<file path="config.mk">
export PLATFORM = sky130hd
export DESIGN_NAME = cluster_clock_gate_ctrl
export DESIGN_NICKNAME = d
export VERILOG_FILES = /design/src/rtl/cluster_clock_gate_ctrl.sv
export SDC_FILE = /design/constraint.sdc
export NUM_CORES = 1
export LEC_CHECK = 0
export CORE_AREA = 2 2 139 87
export DETAILED_ROUTE_END_ITERATION = 10
export DIE_AREA = 0 0 141 89
export PLACE_DENSITY = 0.81
export SLEW_MARGIN = 0
export SYNTH_ARGS = -nofsm -noshare
export SYNTH_HDL_FRONTEND = slang
export SYNTH_SLANG_ARGS = --single-unit
</file>
<file path="constraint.sdc">
create_clock -name clk_i -period 2.51 [get_ports clk_i]
set_input_delay 0.251 -clock clk_i [delete_from_list [all_inputs] [get_ports clk_i]]
set_output_delay 0.251 -clock clk_i [all_outputs]
set_load 0.02 [all_outputs]
</file>
<file path="src/rtl/cluster_clock_gate_ctrl.sv">
// ----------------------------------------------------------------------------
// cluster_clock_gate_ctrl: per-channel idle-driven ICG controller with wake
// handshake; optional gated-cycle statistics under CLK_GATE_STATS_EN. Rev 1.0
// ----------------------------------------------------------------------------
`default_nettype none

module cluster_clock_gate_ctrl #(
  parameter int NUM_CH   = 4,
  parameter int IDLE_W   = 8,
  parameter int WAKE_CYC = 2,
  parameter int STAT_W   = 16
) (
  input  logic                     clk_i,
  input  logic                     rst_ni,
  input  logic                     test_en_i,
  input  logic [NUM_CH-1:0]        busy_i,
  input  logic [NUM_CH-1:0]        force_on_i,
  input  logic [IDLE_W-1:0]        idle_thresh_i,
  input  logic                     stats_clr_i,
  output logic [NUM_CH-1:0]        gclk_o,
  output logic [NUM_CH-1:0]        clk_en_o,
  output logic [NUM_CH-1:0]        ready_o,
  output logic                     all_idle_o,
  output logic [NUM_CH*STAT_W-1:0] gated_cnt_o
);

  typedef enum logic [1:0] {
    ST_ON   = 2'd0,
    ST_OFF  = 2'd1,
    ST_WAKE = 2'd2
  } state_e;

  localparam logic [3:0] WAKE_LOAD = 4'(WAKE_CYC);

  logic [NUM_CH-1:0] off_d;
  logic              all_idle_q;

`ifndef CLK_GATE_STATS_EN
  logic unused_stats_clr;
  assign unused_stats_clr = stats_clr_i;
`endif

  for (genvar i = 0; i < NUM_CH; i++) begin : g_ch
    state_e            state_q, state_d;
    logic [IDLE_W-1:0] idle_cnt_q, idle_cnt_d;
    logic [3:0]        wake_cnt_q, wake_cnt_d;
    logic              clk_en_q, clk_en_d;
    logic              ready_q, ready_d;
    logic              act;
    logic              en_lat;

    assign act = busy_i[i] | force_on_i[i];

    always_comb begin
      state_d    = state_q;
      idle_cnt_d = idle_cnt_q;
      wake_cnt_d = wake_cnt_q;
      case (state_q)
        ST_ON: begin
          // Activity takes priority over reaching the threshold.
          if (act) begin
            idle_cnt_d = '0;
          end else if (idle_cnt_q >= idle_thresh_i) begin
            state_d = ST_OFF;
          end else if (idle_cnt_q != {IDLE_W{1'b1}}) begin
            idle_cnt_d = idle_cnt_q + 1'b1;
          end
        end
        ST_OFF: begin
          if (act) begin
            if (WAKE_CYC == 0) begin
              state_d    = ST_ON;
              idle_cnt_d = '0;
            end else begin
              state_d    = ST_WAKE;
              wake_cnt_d = WAKE_LOAD;
            end
          end
        end
        ST_WAKE: begin
          // Wake runs to completion regardless of act.
          if (wake_cnt_q <= 4'd1) begin
            state_d    = ST_ON;
            wake_cnt_d = '0;
            idle_cnt_d = '0;
          end else begin
            wake_cnt_d = wake_cnt_q - 4'd1;
          end
        end
        default: begin
          state_d    = ST_ON;
          idle_cnt_d = '0;
          wake_cnt_d = '0;
        end
      endcase
      clk_en_d = (state_d != ST_OFF);
      ready_d  = (state_d == ST_ON);
    end

    always_ff @(posedge clk_i or negedge rst_ni) begin
      if (!rst_ni) begin
        state_q    <= ST_ON;
        idle_cnt_q <= '0;
        wake_cnt_q <= '0;
        clk_en_q   <= 1'b1;
        ready_q    <= 1'b1;
      end else begin
        state_q    <= state_d;
        idle_cnt_q <= idle_cnt_d;
        wake_cnt_q <= wake_cnt_d;
        clk_en_q   <= clk_en_d;
        ready_q    <= ready_d;
      end
    end

    assign off_d[i]    = (state_d == ST_OFF);
    assign clk_en_o[i] = clk_en_q;
    assign ready_o[i]  = ready_q;

    // Enable latch is transparent while clk_i is low, so gclk cannot glitch.
    always_latch begin
      if (!clk_i) begin
        en_lat <= clk_en_q | test_en_i;
      end
    end

    assign gclk_o[i] = clk_i & en_lat;

`ifdef CLK_GATE_STATS_EN
    logic [STAT_W-1:0] gated_cnt_q, gated_cnt_d;

    always_comb begin
      gated_cnt_d = gated_cnt_q;
      if (stats_clr_i) begin
        gated_cnt_d = '0;
      end else if (!clk_en_q && (gated_cnt_q != {STAT_W{1'b1}})) begin
        gated_cnt_d = gated_cnt_q + 1'b1;
      end
    end

    always_ff @(posedge clk_i or negedge rst_ni) begin
      if (!rst_ni) begin
        gated_cnt_q <= '0;
      end else begin
        gated_cnt_q <= gated_cnt_d;
      end
    end

    assign gated_cnt_o[i*STAT_W +: STAT_W] = gated_cnt_q;
`else
    assign gated_cnt_o[i*STAT_W +: STAT_W] = '0;
`endif
  end

  always_ff @(posedge clk_i or negedge rst_ni) begin
    if (!rst_ni) begin
      all_idle_q <= 1'b0;
    end else begin
      all_idle_q <= &off_d;
    end
  end

  assign all_idle_o = all_idle_q;

endmodule

`default_nettype wire

</file>
---- Word level (Yosys, flattened, before mapping) ----
Cells that the tools add are included.
storage, ports and cells
  register bits after elaboration ......... 65
  latch bits .............................. 4
  bits of input ports ..................... 20
  output and inout bits ................... 77
  word-level logic and storage cells ...... 170
operators by class
  $add $sub $neg .......................... 8
  order comparisons ....................... 8
  equality and inequality tests ........... 36
  multiplexer cells ....................... 56
  bitwise operators ....................... 20
  reductions and logical operators ........ 17
operators by type and width
  kind                   count
  $mux W8                16
  $pmux W8 S3            4
  $pmux W4 S3            4
  $add A8 B1 Y8 const B  4
  $ge A8 B8 Y1           4
  $mux W2                16
  $mux W4                8
  $ne A8 B8 Y1 const B   4
  $ne A3 B3 Y1 const B   8
  $pmux W2 S3            4
  $reduce_and A4 Y1      5
  $eq A2 B1 Y1 const B   8
  $le A4 B1 Y1 const B   4
  $logic_not A2 Y1       8
  $ne A2 B2 Y1 const B   8
  $sub A4 B1 Y4 const B  4
  $eq A2 B2 Y1 const B   4
  $ne A2 B1 Y1 const B   4
  $not A1 Y1             8
  $or A1 B1 Y1           8
  $reduce_and A2 Y1      4
  $and A1 B1 Y1          4
  $mux W1                4

---- Longest topological paths before layout ----
Gate-level depths: netlist of run 1.
  depth after elaboration ................. 6
  gate-level depth with buffers ........... 9
  gate-level depth less buffers ........... 8

==> metrics, run 1 <==
outcome finished, violations left; failing checks negative setup slack; core area between 10,000 and 15,000 sq um; VDD IR max approximately 0.00034 V; dominant cells by area after synthesis dfrtp_1 27%, ha_1 14%, buf_4 10%; Post-Synth Simple-Gate Area between 10% and 20%; WL final 12,100 um; Synth Flop Type dfrtp_1; kind of critical path latch to primary output; initial antenna violation count 0; CP Capture Type primary output; Post-Place Cell Area between 5000 and 6000 sq um; drt wl/cell 14.4 um; Rel. slew slack 60.5%; mux contribution to synthesized area less than 1%; max incr delay on CP a little under 400 ps; Clock transition at path regs about 60 ps; Yosys top cell area share 27.0%; vias post-DR approximately 4,600; crit path cell chain and2_4, buf_6; XOR/XNOR Fraction of Synth Area less than 1%; layout cell share with drive strength beyond 1 between 10 and 15%; Syn. warnings 0; static leakage about 0.0029 uW; setup ws final -94.8 ps; busiest layer in global routing met2; number of synthesized flops with an enable pin 0; area of the mapped netlist around 5300 sq um; Hold Crit Class input pin to async pin; Synth area leader dfrtp_1; M1 GR Usage a little over a quarter; gpl congestion between 0.8 and 0.9; most frequent cells in the layout 64 x conb_1, 59 x ha_1, 56 x dfrtp_1; count of final setup violators 8; DP HPWL roughly 9000 um; Vias/cell ~5.5; worst-path fanout max 1; Gate Count Post-Synth 617; total track usage 20.0%; Non-Filler Instances 838; flops & latches, synth 69; Slew @ Worst Pin 593 ps; asr flop ratio synth a little over nine tenths; CP arrival 2350 ps; PortBufs 31; CTS tree done; Post-layout nets between 700 and 800; Compound-Gate Fraction of Synth Area around 21%; largest family of logic cells by synthesized area compound AO/OA/AOI/OAI gates; first-pass GRT wire length between 20,000 and 25,000 um; io pins between 90 and 100; Die Y about 90 um; Startpoint Class latch; met2 Use GR between 30% and 40%; Power Dens Cells 681 nW/um^2; die area roughly 13,000 sq um; ANT cells 0; DRC 0; largest net degree at the start of global routing 28; Congestion Overflow GR 0; max-slew violation count 0; number of global-route vias before repair roughly 4,300; most common cell after layout, fill and taps aside conb_1; CP max-delay cell dlxtn_1; die width roughly 140 um; worst-skew pair later-pin latency 450 ps; Mean Syn Cell Area 8.55 sq um; cell area after layout 6190 sq um; RSZ-0062 raised after global routing true; Worst Hold Slack approximately 270 ps; Data required, critical path 2260 ps; Max-Cap Viols 0; area growth from synthesis to layout 17.3%; dpl cells a little over 800; adder-cell share of the synthesized area between 10 and 15%; DRT iter0 DRCs approximately 400; final clock skew between 5 and 6 ps; Initial Utilization approximately 47%; remaining antenna violation count 0; Netlist cell types 57; FP Rows 30; Fill cells about 940; met3 Usage GRT 4.87%; drt first pass iters 5; final hold vios 0
==> path summary, 6_finish.rpt <==
check / from / endpoint / slack, ps / depth (start not counted)
setup / recovery: g_ch[2].en_lat / gclk_o[2] / -90 / 2
hold / removal: rst_ni / g_ch[1].wake_cnt_q[1] / 270 / 2
setup reg to reg: g_ch[2].idle_cnt_q[5] / all_idle_o / 130 / 8
hold reg to reg: g_ch[0].wake_cnt_q[3] / g_ch[0].wake_cnt_q[3] / 500 / 1
max in group asynchronous: rst_ni / g_ch[2].ready_q / 1490 / 3
min in group clk_i: g_ch[0].wake_cnt_q[3] / g_ch[0].wake_cnt_q[3] / 500 / 1
==> state kept, by name, summed over array words and instances (netlist names) <==
signal	flops
g_ch.ready_q	4
all_idle_o	1
g_ch.wake_cnt_q	16
g_ch.state_q	8
g_ch.idle_cnt_q	32
g_ch.en_lat	4
g_ch.clk_en_q	4
==> power breakdown <==
part | internal (uW) | switching (uW) | leakage (uW) | total [uW]
clock network | 1270 | 694 | 0.000237 | 1960
logic | 398 | 602 | 0.00177 | 1000
registers | 1180 | 71.8 | 0.000907 | 1250
total | 2840 | 1370 | 0.00292 | 4210
==> timing repair <==
item                                   in CTS  in global routing
gates resized for setup                    25                  7
buffers inserted                            0                  2
hold buffers                                1                  0
endpoints found under the hold margin      12                  0
pin swaps                                   3                  4
cloned                                      0                  0
setup endpoints to repair                   8                 20
==> cells in the mapped netlist (4+ instances only) <==
| master | instances |
|---|---|
| dfstp_2 | 8 |
| o31ai_1 | 7 |
| o21ai_0 | 50 |
| nand3_1 | 23 |
| dlxtn_1 | 4 |
| inv_1 | 44 |
| or2_2 | 10 |
| o22ai_1 | 6 |
| ha_1 | 60 |
| clkbuf_1 | 7 |
| nor3_1 | 14 |
| o211ai_1 | 13 |
| or3_1 | 5 |
| o31a_1 | 4 |
| a211oi_1 | 6 |
| nand2b_1 | 9 |
| and3_1 | 8 |
| buf_4 | 72 |
| a31oi_1 | 6 |
| nand4_1 | 14 |
| nor2b_1 | 4 |
| nor2_1 | 28 |
| nand2_1 | 49 |
| dfrtp_1 | 57 |
| a21o_1 | 10 |
| a21oi_1 | 42 |
| and2_1 | 8 |
| or4_1 | 6 |
==> routing by layer <==
metal,routed length [um],share of wire (%)
met5,0,0
met4,205,1.7
met3,702,5.8
met2,5580,46
met1,5570,46
==> cell families after synthesis <==
group / Yosys count
latches: 4
buffers and inverters: 125
adders and majority gates: 60
xor gates and xnor gates: 1
AOI/OAI and AO/OA: 171
other: 1
DFF: 65
muxes: 3
and+or+nand+nor: 187
==> per-stage QoR <==
| stage | total power (uW) | setup TNS [ps] | utilization [%] | worst slack, ps |
|---|---|---|---|---|
| 2_1_floorplan | 2150 | 0 | - | 25.2 |
| 3_3_place_gp | 2420 | -1890 | 51.4 | -146 |
| 3_5_place_dp | 2470 | -2860 | 51.4 | -231 |
| 4_1_cts | 4180 | -402 | 55.2 | -110 |
| 5_1_grt | 4430 | -471 | 55.5 | -120 |
| 6_report | 4210 | -356 | 55.5 | -94.8 |
==> worst max-delay path, delay by kind of cell (launching register included) <==
kind          cells  cell delay, ps
latches           1             390
simple gates      1             130
buf+inv           1             110
==> area by class of cell <==
class	instances	area, sq um	area share [%]
Multi-Input combinational cell	486	3100	50.1
Sequential cell	69	1700	27.4
Timing Repair Buffer	70	591	9.54
Clock buffer	20	392	6.33
Tap cell	144	180	2.91
Inverter	44	165	2.67
Clock inverter	5	60.1	0.971
(Power assumes the default switching activity.)
==> inputs of run 2 (changes only) <==
--- a/config.mk
+++ b/config.mk
@@ -13,3 +13,4 @@
 export SYNTH_ARGS = -nofsm -noshare
 export SYNTH_HDL_FRONTEND = slang
 export SYNTH_SLANG_ARGS = --single-unit
+export TNS_END_PERCENT = 50
==> metrics, run 2 (same netlist as run 1, synthesis figures left out) <==
outcome finished, violations left (unchanged); failing checks negative setup slack (unchanged); largest net degree at the start of global routing 28 (unchanged); CP Capture Type primary output (unchanged); kind of critical path latch to primary output (unchanged); PortBufs 31 (unchanged); Vias/cell 5.54 (was 5.51); most frequent cells in the layout 64 x conb_1, 59 x ha_1, 56 x dfrtp_1 (unchanged); most common cell after layout, fill and taps aside conb_1 (unchanged); FP Rows 30 (unchanged); initial antenna violation count 0 (unchanged); Crit. Startpoint g_ch[2].en_lat (unchanged); Power Dens Cells 678 nW/um^2 (was 681 nW/um^2); Initial Utilization 47.3% (unchanged); Buf/Inv on CP 1 (unchanged); Max-Cap Viols 0 (unchanged); die width 141 um (unchanged); Pwr Total 4190 uW (was 4210 uW); ANT cells 0 (unchanged); max incr delay on CP 390 ps (about the same); number of global-route vias before repair 4,299 (was 4,313); worst r2r path cells 7 (was 8); setup ws final -94.4 ps (was -94.8 ps); remaining antenna violation count 0 (unchanged); R2R Path End g_ch[1].idle_cnt_q[7] (was all_idle_o); max-slew violation count 0 (unchanged); max reg flops 32 (unchanged); Congestion Overflow GR 0 (unchanged); met2 Use GR 31.3% (about the same); vias post-DR 4,637 (was 4,621); final clock skew 4.89 ps (was 5.66 ps); Post-layout nets 767 (was 768); io pins 97 (unchanged); Data required, critical path 2260 ps (about the same); met3 Usage GRT 4.87% (unchanged); count of final setup violators 8 (unchanged); dpl cells 814 (unchanged); DRT iter0 DRCs 413 (was 401); largest reg by FF count g_ch.idle_cnt_q (unchanged); core area 11,100 sq um (unchanged); Startpoint Class latch (unchanged); die area 12,500 sq um (unchanged); final hold vios 0 (unchanged); CP max-delay cell dlxtn_1 (unchanged); CTS tree done (unchanged); Non-Filler Instances 837 (was 838); drt first pass iters 5 (unchanged); M1 GR Usage 27.0% (unchanged); busiest layer in global routing met2 (unchanged); VDD IR max 0.000337 V (was 0.000338 V); worst-skew pair later-pin latency 450 ps (about the same); Die Y 89 um (unchanged); Hold Crit Class input pin to async pin (unchanged); worst setup path endpoint gclk_o[2] (unchanged); r2r startpoint g_ch[1].idle_cnt_q[2] (was g_ch[2].idle_cnt_q[5]); RSZ-0062 raised after global routing true (unchanged); Clock transition at path regs 60 ps (about the same); gpl congestion 0.868 (unchanged); crit path cell chain and2_4, buf_6 (unchanged); Post-Place Cell Area 5740 sq um (unchanged); Rel. slew slack 61.1% (was 60.5%); critical path depth 2 (unchanged); cell area after layout 6180 sq um (was 6190 sq um); reg2reg setup slack 120 ps (was 130 ps); area growth from synthesis to layout 17.1% (was 17.3%); DRC 0 (unchanged); first-pass GRT wire length 20,100 um (about the same); post-layout util 55.4% (was 55.5%); DP HPWL 9040 um (unchanged); static leakage 0.00291 uW (was 0.00292 uW); worst-path fanout max 1 (unchanged); drt wl/cell 14.4 um (about the same); CP arrival 2350 ps (about the same); total track usage 20.0% (about the same); Slew @ Worst Pin 583 ps (was 593 ps); Top delay family on crit path latches (unchanged); WL final 12,000 um (was 12,100 um); layout cell share with drive strength beyond 1 14.9% (was 15.0%); biggest regs g_ch.idle_cnt_q: 32 flops, g_ch.wake_cnt_q: 16 flops, g_ch.state_q: 8 flops (unchanged)
[run 2: cell count changes in the layout (fill, tap and decap cells not counted), sizes merged]
| cell | change |
|---|---|
| buf | -1 |
[run 2: report_power, final]
group | switching, uW | internal, uW
Combinational | 594 | 389
Clock | 694 | 1270
Sequential | 72.0 | 1180
Total | 1360 | 2830
[run 2: stage by stage]
stage	hold slack, ps	setup TNS, ps	worst slack (ps)
after floorplan	-44.6	0	25.2
after global placement	206	-1890	-146
after detailed placement	209	-2860	-231
after CTS	270	-409	-110
after global routing	314	-471	-120
final	270	-356	-94.4
[run 2: cell type report]
cell class,instances,area (sq um)
clock buffer,20,392
clock inverter,5,60.1
fill,942,4970
inverter,44,165
multi-input combinational,486,3100
sequential,69,1700
tap,144,180
timing repair buffer,69,583
[run 2: worst min-delay path by stage]
stage | end | slack, ps | cells after the start
after floorplan | all_idle_o | -40 | 0
after global placement | g_ch[1].wake_cnt_q[0] | 210 | 1
after detailed placement | g_ch[1].wake_cnt_q[1] | 210 | 1
after CTS | g_ch[1].wake_cnt_q[1] | 270 | 2
after global routing | g_ch[1].wake_cnt_q[2] | 310 | 2
final | g_ch[1].wake_cnt_q[1] | 270 | 2
[run 2: routing by layer]
layer  share of wire, %  routed length, um  up-vias
li1                   -                  -     2224
met1                 46               5520     2215
met2                 47               5600      178
met3                6.1                736       20
met4                1.4                163        0
met5                  0                  0        -
[run 2: worst reg2reg max path, stage by stage, from the launching register on]
cell,delay (ps)
dfrtp_1,450
ha_1,220
or4_1,490
a21oi_1,150
o31ai_1,120
a31o_2,280
or4_1,480
o211ai_1,110
[run 2: timing repair]
action	in CTS	in global routing
hold buffers	1	0
pin swaps	2	5
buffers inserted	0	1
hold endpoints to repair	12	0
gates resized for setup	24	8
endpoints found under the setup margin	8	20
==> inputs of run 3 (changes only) <==
--- a/config.mk
+++ b/config.mk
@@ -9,8 +9,9 @@
 export DETAILED_ROUTE_END_ITERATION = 10
 export DIE_AREA = 0 0 141 89
 export PLACE_DENSITY = 0.81
+export SETUP_SLACK_MARGIN = 0.1
 export SLEW_MARGIN = 0
 export SYNTH_ARGS = -nofsm -noshare
 export SYNTH_HDL_FRONTEND = slang
 export SYNTH_SLANG_ARGS = --single-unit
-export TNS_END_PERCENT = 50
+export TNS_END_PERCENT = 20
==> metrics, run 3 (same netlist as run 1, synthesis figures left out) <==
outcome finished, violations left (unchanged); failing checks negative setup slack (unchanged); NetSw 1370 uW (was 1360 uW); fraction of power spent switching nets 33.5% (was 32.4%); Post-layout nets 765 (was 767); kind of critical path latch to primary output (unchanged); die width 141 um (unchanged); Crit. Startpoint g_ch[3].en_lat (was g_ch[2].en_lat); Pwr Total 4090 uW (was 4190 uW); Seq pwr share 30.5% (was 29.8%); Hold Crit Class input pin to async pin (unchanged); Worst Hold Slack 327 ps (was 270 ps); Vias/cell 5.56 (was 5.54); Power Dens Cells 659 nW/um^2 (was 678 nW/um^2); final setup TNS -361 ps (was -356 ps); Startpoint Class latch (unchanged); FP Rows 30 (unchanged); max-slew violation count 0 (unchanged); Clock transition at path regs 60 ps (about the same); busiest layer in global routing met2 (unchanged); DP HPWL 9050 um (was 9040 um); static leakage 0.00290 uW (was 0.00291 uW); final hold vios 0 (unchanged); most frequent cells in the layout 64 x conb_1, 59 x ha_1, 57 x dfrtp_1 (was 64 x conb_1, 59 x ha_1, 56 x dfrtp_1); ANT cells 0 (unchanged); VDD IR max 0.000360 V (was 0.000337 V); initial antenna violation count 0 (unchanged); CP arrival 2360 ps (was 2350 ps); post-CTS setup buffers 0 (unchanged); count of final setup violators 8 (unchanged); remaining antenna violation count 0 (unchanged); PortBufs 31 (unchanged); gpl congestion 0.871 (was 0.868); final clock skew 5.70 ps (was 4.89 ps); Data required, critical path 2260 ps (about the same); layout cell share with drive strength beyond 1 15.8% (was 14.9%); core area 11,100 sq um (unchanged); post-layout util 55.6% (was 55.4%); total track usage 19.9% (was 20.0%); Max-Cap Viols 0 (unchanged); DRC 0 (unchanged); Die Y 89 um (unchanged); worst-path fanout max 1 (unchanged); most common cell after layout, fill and taps aside conb_1 (unchanged); biggest regs g_ch.idle_cnt_q: 32 flops, g_ch.wake_cnt_q: 16 flops, g_ch.state_q: 8 flops (unchanged); largest reg by FF count g_ch.idle_cnt_q (unchanged); Slew @ Worst Pin 636 ps (was 583 ps); r2r startpoint g_ch[3].state_q[0] (was g_ch[1].idle_cnt_q[2]); WL final 12,400 um (was 12,000 um); io pins 97 (unchanged); Rel. slew slack 57.6% (was 61.1%); Comb power frac 24.6% (was 23.4%); drt wl/cell 14.9 um (was 14.4 um); max reg flops 32 (unchanged); M1 GR Usage 24.1% (was 27.0%); number of global-route vias before repair 4,428 (was 4,299); worst-skew pair later-pin latency 450 ps (about the same); setup ws final -98.6 ps (was -94.4 ps); largest net degree at the start of global routing 66 (was 28); area growth from synthesis to layout 17.5% (was 17.1%); die area 12,500 sq um (unchanged); DRT iter0 DRCs 403 (was 413); CP Capture Type primary output (unchanged); clock share of power 44.9% (was 46.8%); Congestion Overflow GR 0 (unchanged); first-pass GRT wire length 19,900 um (was 20,100 um); drt first pass iters 5 (unchanged); met3 Usage GRT 5.41% (was 4.87%); RSZ-0062 raised after global routing true (unchanged); met2 Use GR 33.3% (was 31.3%); CTS tree done (unchanged); vias post-DR 4,639 (was 4,637); Initial Utilization 47.3% (unchanged); P_int 2720 uW (was 2830 uW)
run 3: critical path, cell delays in order, from the launching register on:
cell and delay, ps:
dlxtn_2 390, and2_4 130, buf_6 110
run 3: layout make-up:
class,count,area (sq um)
Clock buffer,20,382
Clock inverter,5,28.8
Fill cell,943,4950
Inverter,44,165
Multi-Input combinational cell,486,3160
Sequential cell,69,1700
Tap cell,144,180
Timing Repair Buffer,67,584
run 3: timing repair:
action,4_1_cts,5_1_grt
endpoints found under the hold margin,57,0
hold buffers,1,0
endpoints found under the setup margin,13,27
pin swaps,6,3
resized for setup,34,16
run 3: per-stage QoR:
| stage | cell area [sq um] | cells | setup WS (ps) |
|---|---|---|---|
| 5_1_grt | 6200 | 835 | -125 |
| 3_3_place_gp | 5740 | 813 | -141 |
| 4_1_cts | 6150 | 835 | -104 |
| 3_5_place_dp | 5740 | 813 | -290 |
| 2_1_floorplan | 5530 | 680 | 167 |
| 6_report | 6200 | 835 | -98.6 |
run 3: worst paths after layout:
| path | to | depth (start not counted) | slack (ps) |
|---|---|---|---|
| min in group clk_i | g_ch[0].wake_cnt_q[3] | 1 | 500 |
| worst min-delay path | g_ch[1].wake_cnt_q[3] | 3 | 330 |
| worst max register to register | g_ch[3].idle_cnt_q[4] | 9 | 90 |
| worst max-delay path | gclk_o[3] | 2 | -100 |
| max in group asynchronous | g_ch[2].ready_q | 3 | 1810 |
| worst min register to register | g_ch[0].wake_cnt_q[3] | 1 | 500 |
run 3: metal layers:
layer | share of wire, % | vias up
li1 | - | 2227
met1 | 44 | 2216
met2 | 48 | 167
met3 | 5.7 | 29
met4 | 2.1 | 0
met5 | 0 | -
run 3: power groups by stage:
stage | logic, uW | clock network [uW] | registers [uW]
after floorplan | 756 | 137 | 1250
after global placement | 900 | 256 | 1260
after detailed placement | 943 | 256 | 1260
after CTS | 966 | 1860 | 1250
after global routing | 1100 | 1920 | 1260
final | 1010 | 1830 | 1250
